<file path="src/rtl/pll_sup_pkg.sv">
// pll_sup_pkg: shared definitions for the PLL lock supervisor.
//   pll_state_t  - per-channel supervisor state encoding
//   ST_*         - state constants (IDLE, PWD, RST, WAIT, LOCKED, FAULT)
//   timer_width  - width of a phase timer able to hold max(a, b)
package pll_sup_pkg;

  typedef logic [2:0] pll_state_t;

  localparam pll_state_t ST_IDLE   = 3'd0;
  localparam pll_state_t ST_PWD    = 3'd1;
  localparam pll_state_t ST_RST    = 3'd2;
  localparam pll_state_t ST_WAIT   = 3'd3;
  localparam pll_state_t ST_LOCKED = 3'd4;
  localparam pll_state_t ST_FAULT  = 3'd5;

  function automatic int timer_width(input int a, input int b);
    return $clog2(((a > b) ? a : b) + 1);
  endfunction

endpackage

</file>
<file path="src/rtl/pll_sup_channel.sv">
// pll_sup_channel: supervisor for a single PLL.
// Synchronises the raw lock flag, debounces it, sequences the PLL reset,
// detects lock timeout / lock loss and retries a bounded number of times
// before latching a fault.
// Optional feature macro: PLL_PWD_CTRL_EN (adds pll_pwd and a PWD phase
// ahead of every reset attempt).
// Ports:
//   clk, rst_n   - supervisor clock, async active-low reset
//   enable       - 0 forces IDLE and clears the retry count
//   clr_err      - clears retry count, releases FAULT
//   pll_lock     - raw asynchronous lock flag
//   pll_rst      - PLL reset (active-high)
//   ch_locked    - debounced lock status
//   ch_fault     - fault latched
//   lock_event   - 1-cycle pulse per timeout/loss event
//   pll_pwd      - PLL power-down (PLL_PWD_CTRL_EN only)
module pll_sup_channel
  import pll_sup_pkg::*;
#(
  parameter int SYNC_STAGES   = 2,
  parameter int RST_CYCLES    = 16,
  parameter int STABLE_CYCLES = 8,
  parameter int LOCK_TIMEOUT  = 1000,
  parameter int MAX_RETRY     = 3
`ifdef PLL_PWD_CTRL_EN
  , parameter int PWD_CYCLES  = 8
`endif
) (
  input  logic clk,
  input  logic rst_n,
  input  logic enable,
  input  logic clr_err,
  input  logic pll_lock,
  output logic pll_rst,
  output logic ch_locked,
  output logic ch_fault,
  output logic lock_event
`ifdef PLL_PWD_CTRL_EN
  , output logic pll_pwd
`endif
);

`ifdef PLL_PWD_CTRL_EN
  localparam int TMR_W = timer_width(LOCK_TIMEOUT,
                                     (RST_CYCLES > PWD_CYCLES) ? RST_CYCLES : PWD_CYCLES);
  // Every reset attempt starts with a power-down phase.
  localparam pll_state_t ST_RESTART = ST_PWD;
`else
  localparam int TMR_W = timer_width(LOCK_TIMEOUT, RST_CYCLES);
  localparam pll_state_t ST_RESTART = ST_RST;
`endif
  localparam int STB_W = $clog2(STABLE_CYCLES + 1);
  localparam int RTY_W = (MAX_RETRY < 1) ? 1 : $clog2(MAX_RETRY + 1);

  logic [SYNC_STAGES-1:0] sync_q;
  logic                   lock_s;
  pll_state_t             state_q, state_d;
  logic [TMR_W-1:0]       timer_q;
  logic [STB_W-1:0]       stab_q;
  logic [RTY_W-1:0]       retry_q;
  logic                   evt;
  logic                   event_q;

  assign lock_s = sync_q[SYNC_STAGES-1];

  always_comb begin
    state_d = state_q;
    evt     = 1'b0;
    case (state_q)
      ST_IDLE:   if (enable) state_d = ST_RESTART;
`ifdef PLL_PWD_CTRL_EN
      ST_PWD:    if (timer_q == TMR_W'(PWD_CYCLES - 1)) state_d = ST_RST;
`endif
      ST_RST:    if (timer_q == TMR_W'(RST_CYCLES - 1)) state_d = ST_WAIT;
      ST_WAIT: begin
        // A completed stable run wins over a timeout landing on the same cycle.
        if (stab_q == STB_W'(STABLE_CYCLES))             state_d = ST_LOCKED;
        else if (timer_q == TMR_W'(LOCK_TIMEOUT - 1))    evt     = 1'b1;
      end
      ST_LOCKED: if (!lock_s)  evt     = 1'b1;
      ST_FAULT:  if (clr_err)  state_d = ST_RESTART;
      default:                 state_d = ST_IDLE;
    endcase
    if (evt)
      state_d = (retry_q == RTY_W'(MAX_RETRY) && !clr_err) ? ST_FAULT : ST_RESTART;
    // Disable overrides everything and never produces an event.
    if (!enable) begin
      state_d = ST_IDLE;
      evt     = 1'b0;
    end
  end

  always_ff @(posedge clk or negedge rst_n) begin
    if (!rst_n) begin
      sync_q  <= '0;
      state_q <= ST_IDLE;
      timer_q <= '0;
      stab_q  <= '0;
      retry_q <= '0;
      event_q <= 1'b0;
    end else begin
      sync_q  <= {sync_q[SYNC_STAGES-2:0], pll_lock};
      state_q <= state_d;
      event_q <= evt;

      if (state_d != state_q)
        timer_q <= '0;
      else if (state_q == ST_PWD || state_q == ST_RST || state_q == ST_WAIT)
        timer_q <= timer_q + TMR_W'(1);

      // Consecutive-high run length, only meaningful while waiting for lock.
      if (state_d != state_q || state_q != ST_WAIT || !lock_s)
        stab_q <= '0;
      else if (stab_q != STB_W'(STABLE_CYCLES))
        stab_q <= stab_q + STB_W'(1);

      if (!enable || clr_err)
        retry_q <= '0;
      else if (evt && retry_q != RTY_W'(MAX_RETRY))
        retry_q <= retry_q + RTY_W'(1);
    end
  end

  assign pll_rst    = (state_q != ST_WAIT) && (state_q != ST_LOCKED);
  assign ch_locked  = (state_q == ST_LOCKED);
  assign ch_fault   = (state_q == ST_FAULT);
  assign lock_event = event_q;
`ifdef PLL_PWD_CTRL_EN
  assign pll_pwd    = (state_q == ST_IDLE) || (state_q == ST_PWD) || (state_q == ST_FAULT);
`endif

endmodule

</file>
<file path="src/rtl/pll_lock_supervisor.sv">
// pll_lock_supervisor: multi-channel PLL reset/lock supervisor.
// One pll_sup_channel per PLL plus the shared event counter and the
// registered all-locked flag used to gate downstream reset release.
// Optional feature macro: PLL_PWD_CTRL_EN (adds pll_pwd and PWD_CYCLES).
// Ports:
//   clk, rst_n   - supervisor clock, async active-low reset
//   enable       - 1 = supervise, 0 = hold all PLLs in reset
//   clr_err      - clear err_cnt and retry counters, release faults
//   pll_lock     - raw PLL lock flags (asynchronous)
//   pll_rst      - per-channel PLL reset (active-high)
//   ch_locked    - per-channel debounced lock
//   ch_fault     - per-channel latched fault
//   all_locked   - registered AND of ch_locked
//   lock_event   - per-channel timeout/loss pulse
//   pll_pwd      - per-channel power-down (PLL_PWD_CTRL_EN only)
//   err_cnt      - saturating count of cycles with any event
module pll_lock_supervisor
  import pll_sup_pkg::*;
#(
  parameter int NUM_PLL       = 2,
  parameter int SYNC_STAGES   = 2,
  parameter int RST_CYCLES    = 16,
  parameter int STABLE_CYCLES = 8,
  parameter int LOCK_TIMEOUT  = 1000,
  parameter int MAX_RETRY     = 3,
  parameter int ERR_CNT_W     = 3
`ifdef PLL_PWD_CTRL_EN
  , parameter int PWD_CYCLES  = 8
`endif
) (
  input  logic                 clk,
  input  logic                 rst_n,
  input  logic                 enable,
  input  logic                 clr_err,
  input  logic [NUM_PLL-1:0]   pll_lock,
  output logic [NUM_PLL-1:0]   pll_rst,
  output logic [NUM_PLL-1:0]   ch_locked,
  output logic [NUM_PLL-1:0]   ch_fault,
  output logic                 all_locked,
  output logic [NUM_PLL-1:0]   lock_event,
`ifdef PLL_PWD_CTRL_EN
  output logic [NUM_PLL-1:0]   pll_pwd,
`endif
  output logic [ERR_CNT_W-1:0] err_cnt
);

  for (genvar g = 0; g < NUM_PLL; g++) begin : g_ch
    pll_sup_channel #(
      .SYNC_STAGES   (SYNC_STAGES),
      .RST_CYCLES    (RST_CYCLES),
      .STABLE_CYCLES (STABLE_CYCLES),
      .LOCK_TIMEOUT  (LOCK_TIMEOUT),
      .MAX_RETRY     (MAX_RETRY)
`ifdef PLL_PWD_CTRL_EN
      , .PWD_CYCLES  (PWD_CYCLES)
`endif
    ) u_ch (
      .clk        (clk),
      .rst_n      (rst_n),
      .enable     (enable),
      .clr_err    (clr_err),
      .pll_lock   (pll_lock[g]),
      .pll_rst    (pll_rst[g]),
      .ch_locked  (ch_locked[g]),
      .ch_fault   (ch_fault[g]),
      .lock_event (lock_event[g])
`ifdef PLL_PWD_CTRL_EN
      , .pll_pwd  (pll_pwd[g])
`endif
    );
  end

  always_ff @(posedge clk or negedge rst_n) begin
    if (!rst_n) begin
      all_locked <= 1'b0;
      err_cnt    <= '0;
    end else begin
      all_locked <= &ch_locked;
      // Clear wins over a simultaneous event; one count per cycle however
      // many channels fire.
      if (clr_err)
        err_cnt <= '0;
      else if (|lock_event && err_cnt != '1)
        err_cnt <= err_cnt + ERR_CNT_W'(1);
    end
  end

endmodule
</file>
<file path="config.mk">
export PLATFORM = sky130hd
export DESIGN_NAME = pll_lock_supervisor
export DESIGN_NICKNAME = d
export VERILOG_FILES = /design/src/rtl/pll_sup_pkg.sv /design/src/rtl/pll_sup_channel.sv /design/src/rtl/pll_lock_supervisor.sv
export SDC_FILE = /design/constraint.sdc
export NUM_CORES = 1
export LEC_CHECK = 0
export CAP_MARGIN = 20
export CORE_UTILIZATION = 40
export CTS_CLUSTER_DIAMETER = 150
export DETAILED_ROUTE_END_ITERATION = 16
export GPL_TIMING_DRIVEN = 0
export PLACE_DENSITY = 0.67
export SLEW_MARGIN = 20
export SYNTH_ARGS = -nofsm -noshare
export SYNTH_HDL_FRONTEND = slang
export SYNTH_SLANG_ARGS = --single-unit
</file>
<file path="constraint.sdc">
create_clock -name clk -period 2.3 [get_ports clk]
set_input_delay 0.345 -clock clk [delete_from_list [all_inputs] [get_ports clk]]
set_output_delay 0.345 -clock clk [all_outputs]
set_load 0.03 [all_outputs]
</file>
# After elaboration in Yosys (flattened, before gate mapping)
# Cells that the tools add are included.
dict set report op_classes {
  n_addsub 7
  eq_ne 29
  n_mux 38
  n_reduce_logical 31
}
# op n
set ops {}
lappend ops {{2-to-1 mux 3 bit} 14}
lappend ops {{2-to-1 mux 10 bit} 4}
lappend ops {{case mux 3 bit (5 select lines)} 2}
lappend ops {{adder 10 x 1 -> 10 bit (second input constant)} 2}
lappend ops {{== test 10 bit (second input constant)} 2}
lappend ops {{== test 10 x 4 -> 1 bit (second input constant)} 2}
lappend ops {{2-to-1 mux 4 bit} 4}
lappend ops {{nonzero test 2 bit} 7}
lappend ops {{== test 3 x 2 -> 1 bit (second input constant)} 4}
lappend ops {{== test 3 bit (second input constant)} 4}
lappend ops {{logical OR 1 bit} 9}
lappend ops {{!= test 3 bit (second input constant)} 3}
lappend ops {{adder 4 x 1 -> 4 bit (second input constant)} 2}
lappend ops {{== test 4 bit (second input constant)} 2}
lappend ops {{2-to-1 mux 1 bit} 8}
lappend ops {{2-to-1 mux 2 bit} 4}
lappend ops {{!= test 4 bit (second input constant)} 2}
lappend ops {{logical AND 1 bit} 7}
lappend ops {{== test 3 x 1 -> 1 bit (second input constant)} 2}
lappend ops {{logical NOT 3 bit} 2}
lappend ops {{!= test 3 x 2 -> 1 bit (second input constant)} 2}
lappend ops {{!= test 3 bit} 2}
lappend ops {{adder 2 x 1 -> 2 bit (second input constant)} 2}
lappend ops {{== test 2 bit (second input constant)} 2}
lappend ops {{6 further kinds} 11}
dict set report totals {
  ff_bits 48
  input_bits 6
  output_inout_bits 12
  wordCells 119
}

# Logic depth before layout (Yosys ltp)
dict set report depth {
  word_depth 10
  depth_mapped 9
}

# Modules after synthesis
# Synthesis repeated with hierarchy kept, for this count alone.
dict set report unflattened {
  cells_unflattened 286
  area_unflattened_um2 2896.5
}
# module n_inst cells_each area_each_um2
set modules_own_cells {}
lappend modules_own_cells {{pll_sup_channel (g_ch[1].u_ch)} 1 130 1345.0}
lappend modules_own_cells {{pll_sup_channel (g_ch[0].u_ch)} 1 139 1333.8}
lappend modules_own_cells {pll_lock_supervisor 1 17 217.7}

# Least setup slack after synthesis
# No wires, ideal clock.
dict set report synth_timing {
  kind {register -> register}
  start {reg g_ch[0].u_ch.state_q[0]}
  end {reg g_ch[0].u_ch.stab_q[3]}
  setup_time_ns 0.080
  t_arrival_ns 1.971
  required_time_ns 2.220
  path_slack_ns 0.249
  path_stages_with_launch 9
  n_path_buf 2
  synth_period_minus_slack_ns 2.051
  cell_sequence {dfrtp_1 -> buf_6 -> or4_4 -> nor4_2 -> nor3_1 -> o21ai_2 -> nand4b_4 -> buf_6 -> nor3_2}
}
dict set report synth_via {
  elab_chain_len 8
  elab_cells_between_ends 18
}
# item line_no
set synth_rtl {}
lappend synth_rtl {{start, declared} pll_sup_channel.sv:57} ;# pll_state_t state_q, state_d;
lappend synth_rtl {{start signal, assigned} pll_sup_channel.sv:103} ;# state_q <= state_d;
lappend synth_rtl {{== test 3 bit (tied with other cells)} pll_sup_channel.sv:69} ;# case (state_q)
lappend synth_rtl {{case mux 3 bit (5 select lines) or case mux 1 bit (2 select lines) (tied branches)} pll_sup_channel.sv:69}
lappend synth_rtl {{2-to-1 mux 3 bit} pll_sup_channel.sv:84} ;# if (evt)
lappend synth_rtl {{2-to-1 mux 3 bit} pll_sup_channel.sv:87} ;# if (!enable) begin
lappend synth_rtl {{!= test 3 bit} pll_sup_channel.sv:112} ;# if (state_d != state_q || state_q != ST_WAIT || !lock_s)
lappend synth_rtl {{logical OR 1 bit (*) (2 in series)} pll_sup_channel.sv:112}
lappend synth_rtl {{2-to-1 mux 4 bit or nonzero test 2 bit (tied branches)} n/a}
lappend synth_rtl {{end signal, assigned} pll_sup_channel.sv:115} ;# stab_q <= stab_q + STB_W'(1);
lappend synth_rtl {{end, declared} pll_sup_channel.sv:59} ;# logic [STB_W-1:0] stab_q;
# Every way passes the cells marked *; elsewhere a longest branch is shown, timed or not.
# A chain may end at the register's enable or synchronous reset.

# Worst setup path in the final report
dict set report layout_timing {
  start {reg g_ch[1].u_ch.state_q[1]}
  end {reg g_ch[1].u_ch.stab_q[3]}
}
dict set report layout_via {
  elab_chain_len 8
  elab_cells_between_ends 18
}
# item line_no
set layout_rtl {}
lappend layout_rtl {{start, declared} pll_sup_channel.sv:57}
lappend layout_rtl {{start signal, assigned} pll_sup_channel.sv:103}
lappend layout_rtl {{== test 3 bit (tied with other cells)} pll_sup_channel.sv:69}
lappend layout_rtl {{case mux 3 bit (5 select lines) or case mux 1 bit (2 select lines) (tied branches)} pll_sup_channel.sv:69}
lappend layout_rtl {{2-to-1 mux 3 bit} pll_sup_channel.sv:84}
lappend layout_rtl {{2-to-1 mux 3 bit} pll_sup_channel.sv:87}
lappend layout_rtl {{!= test 3 bit} pll_sup_channel.sv:112}
lappend layout_rtl {{logical OR 1 bit (*) (2 in series)} pll_sup_channel.sv:112}
lappend layout_rtl {{2-to-1 mux 4 bit or nonzero test 2 bit (tied branches)} n/a}
lappend layout_rtl {{end signal, assigned} pll_sup_channel.sv:115}
lappend layout_rtl {{end, declared} pll_sup_channel.sv:59}
# Marks and branches as above.

==> impl_metrics.toml <==
[die]
rows = 29
die_area_um2 = 7240
dieHeight_um = 85.1
start_util = 0.425
die_width_um = 85.1
io_pins = 18
core_area_um2 = 6490

[synthesis]
yosys.area.top_type_share = 0.435
synth_edf_count = 0
synth_top_family_by_area = "simple AND/OR/NAND/NOR gates"
synthFlopType = "dfrtp_1"
synth-xor-area-share = 0.0851
yosysSeqAreaShare = 0.435
yosys-mux-area-fraction = 0.0145
netlist_instances = 268
synth_area_um2 = 2760
synthArstFlopShare = 1.00
synth_seq_cells = 48
syn_area_per_cell_um2 = 10.3
synth_top_area_cell = "dfrtp_1"
synth_fa_ha_area_frac = 0.0453
synth_simple_gate_area_frac = 0.286
yosys_warnings = 0
synth_nets = 284
synth_cell_types = 55
synth_compound_area_frac = 0.0829
synthTopCellsByArea = "dfrtp_1 (43%), xnor2_1 (5.4%), ha_1 (4.5%)"

[pwr]
leakage_nw = 1.43
p_sw_frac = 0.240
p_per_area_nw_per_um2 = 444
internal-power_mw = 1.12
p_comb_frac = 0.088
ir_drop_v = 0.000215
seq_power_share = 0.592
p_clk_frac = 0.321
switchingPower_mw = 0.355

[timing]
drv_slew = 0
final-setup-viol-count = 0
maxSlewHeadroom = 0.697
finalCriticalPeriod_ns = 2.22
max_freq_mhz = 450
hold_ws_ns = 0.356
setup_ws_ns = 0.0799
finalSetupTns_ns = 0
finalCritPeriodShare = 0.965
rsz0062_at_grt = "true"
worst_slew_pin_slew_ns = 0.454
finClkSkew_ns = 0.00930
hold_viol_final = 0

[layout]
final_common_cell = "dfrtp_1"
n_fill_cell = 561
fin_cells = 378
area_growth_syn_to_layout_pct = 20.5
final_cell_mix = "dfrtp_1 (47), nor2_1 (24), xnor2_1 (17)"
nets = 317
design_area_um2 = 3330
drive_above_1_share = 0.219
antennaDiodeCount = 0

[min_path]
worstHoldStart = "g_ch[1].u_ch.sync_q[0]"
hold_end = "g_ch[1].u_ch.sync_q[1]"
holdPathStages = 0
hp-class = "reg -> reg"

[drt]
drtAntennaViolNets = 0
drc = 0
wirelength_um = 5480
num_vias = 2029
first_iter_violations = 83
via_per_inst = 5.37
dr.pass1.iters = 4
wl_per_cell_um = 14.5

[clock_network]
clk_latency_ns = 0.29
htree_levels = 2
cts_buffer_depth = 2
clk_pin_slew_ns = 0.09
clkSinkCount = 48
clockRootBuffer = "clkbuf_8"
cts_buffers = 5
cts_tree = "done"

[setup_path]
ff2ff_setup_slack_ns = 0.08
worst-r2r-cell-count = 8
r2r_end = "g_ch[1].u_ch.stab_q[3]"
cp_data_arrival_time_ns = 2.43
worst_ep_required_time_ns = 2.51
rr_startpoint = "g_ch[1].u_ch.state_q[1]"
cp_max_fo = 10
startpoint_type = "flop"
crit_path_end_kind = "flop"
path_class = "reg -> reg"

[place]
place_inst = 362
numPortBuffers = 16
dp_slack_ns = -0.140
dpl.hpwl_um = 3620
place_congestion = 0.756
placed_area_um2 = 3030

[outcome]
status = "finished, final reports clean"

[global_routing]
grt_start_max_net_pins = 33
grtUsageTotal = 0.157
grt_pass1_wl_um = 9110
grt_pass1_vias = 1941
grt_overflow = 0
antenna_found_initial = 0

[flow_run]
max_cap_viol_count = 0
[routing by layer]
metal / GRT usage / wire length (µm)
met3: 0.0302 / 142
met1: 0.224 / 2710
met5: 0 / 0
met2: 0.246 / 2570
met4: 0.0370 / 57
[Yosys cell counts (2+ instances only)]
master / count
o221ai_1: 2
and3b_1: 4
nand2_1: 15
nor2b_1: 5
nor2_1: 24
and4_1: 2
nand2b_1: 7
a31o_1: 2
o21ai_0: 2
clkbuf_1: 2
o21bai_1: 3
nor3_1: 15
nand4_1: 3
buf_4: 8
xnor2_1: 17
mux2i_1: 4
nor3b_1: 5
nand3_1: 13
or3_1: 3
nor4_1: 3
dfrtp_1: 48
o21ai_1: 2
nor4b_1: 2
nand3b_1: 2
and3_1: 5
inv_1: 8
and2_1: 2
buf_2: 2
buf_6: 3
ha_1: 10
xor2_1: 8
nor3_2: 10
a21oi_1: 5
[power groups by stage]
stage | Sequential (mW) | Clock (mW) | Combinational [mW]
after CTS | 0.873 | 0.503 | 0.108
after floorplan | 0.887 | 0 | 0.0642
after detailed placement | 0.890 | 0 | 0.106
after global routing | 0.877 | 0.536 | 0.144
final | 0.874 | 0.474 | 0.130
after global placement | 0.889 | 0 | 0.101
[worst max-delay path: stages, from the launching register on]
cell and delay (ns):
dfrtp_1 0.37, buf_2 0.19, and3b_1 0.23, and2_4 0.15, o41a_1 0.44, o221ai_2 0.26
nand4_1 0.13, buf_4 0.17, nor3_2 0.18
[timing repair]
action	CTS	global route
gates cloned	0	1
pin swaps	1	7
hold buffers	1	0
gates resized for setup	6	17
setup endpoints to repair	14	30
hold endpoints to repair	16	0
setup buffers	1	6
[area by class of cell]
cell class,instances,area (µm²),area share
Buffer,15,116,0.0349
Clock buffer,5,68.8,0.0207
Clock inverter,2,12.5,0.00376
Inverter,8,30.0,0.00902
Multi-Input combinational cell,197,1530,0.458
Sequential cell,48,1200,0.361
Tap cell,77,96.3,0.0289
Timing Repair Buffer,26,278,0.0834
[stage by stage]
| step | utilization | power [mW] |
|---|---|---|
| 2_1_floorplan | - | 0.951 |
| 5_1_grt | 0.513 | 1.56 |
| 3_5_place_dp | 0.467 | 0.996 |
| 3_3_place_gp | 0.465 | 0.990 |
| 6_report | 0.513 | 1.48 |
| 4_1_cts | 0.485 | 1.48 |
[cells by family after synthesis]
kind of cell | count (synthesis)
and+or+nand+nor | 128
DFF | 48
AOI/OAI and AO/OA | 29
xor gates and xnor gates | 26
buffers and inverters | 23
adders and majority gates | 10
muxes | 4
[worst max path at each step]
stage,from,to,cells after the start
6_report,g_ch[1].u_ch.state_q[1],g_ch[1].u_ch.stab_q[3],8
5_1_grt,g_ch[1].u_ch.stab_q[0],g_ch[1].u_ch.timer_q[8],9
4_1_cts,g_ch[1].u_ch.stab_q[0],g_ch[1].u_ch.timer_q[5],8
3_5_place_dp,g_ch[1].u_ch.stab_q[0],g_ch[1].u_ch.timer_q[5],8
3_3_place_gp,rst_n,g_ch[0].u_ch.timer_q[7],1
2_1_floorplan,g_ch[0].u_ch.state_q[0],g_ch[0].u_ch.stab_q[3],8
[state kept, by name, indices dropped and copies added, names as in the netlist]
register / count
g_ch.u_ch.retry_q: 4
err_cnt: 3
g_ch.u_ch.timer_q: 20
g_ch.u_ch.sync_q: 4
g_ch.u_ch.stab_q: 8
g_ch.u_ch.lock_event: 2
all_locked: 1
g_ch.u_ch.state_q: 6
Power figures use the tool's default switching activity.
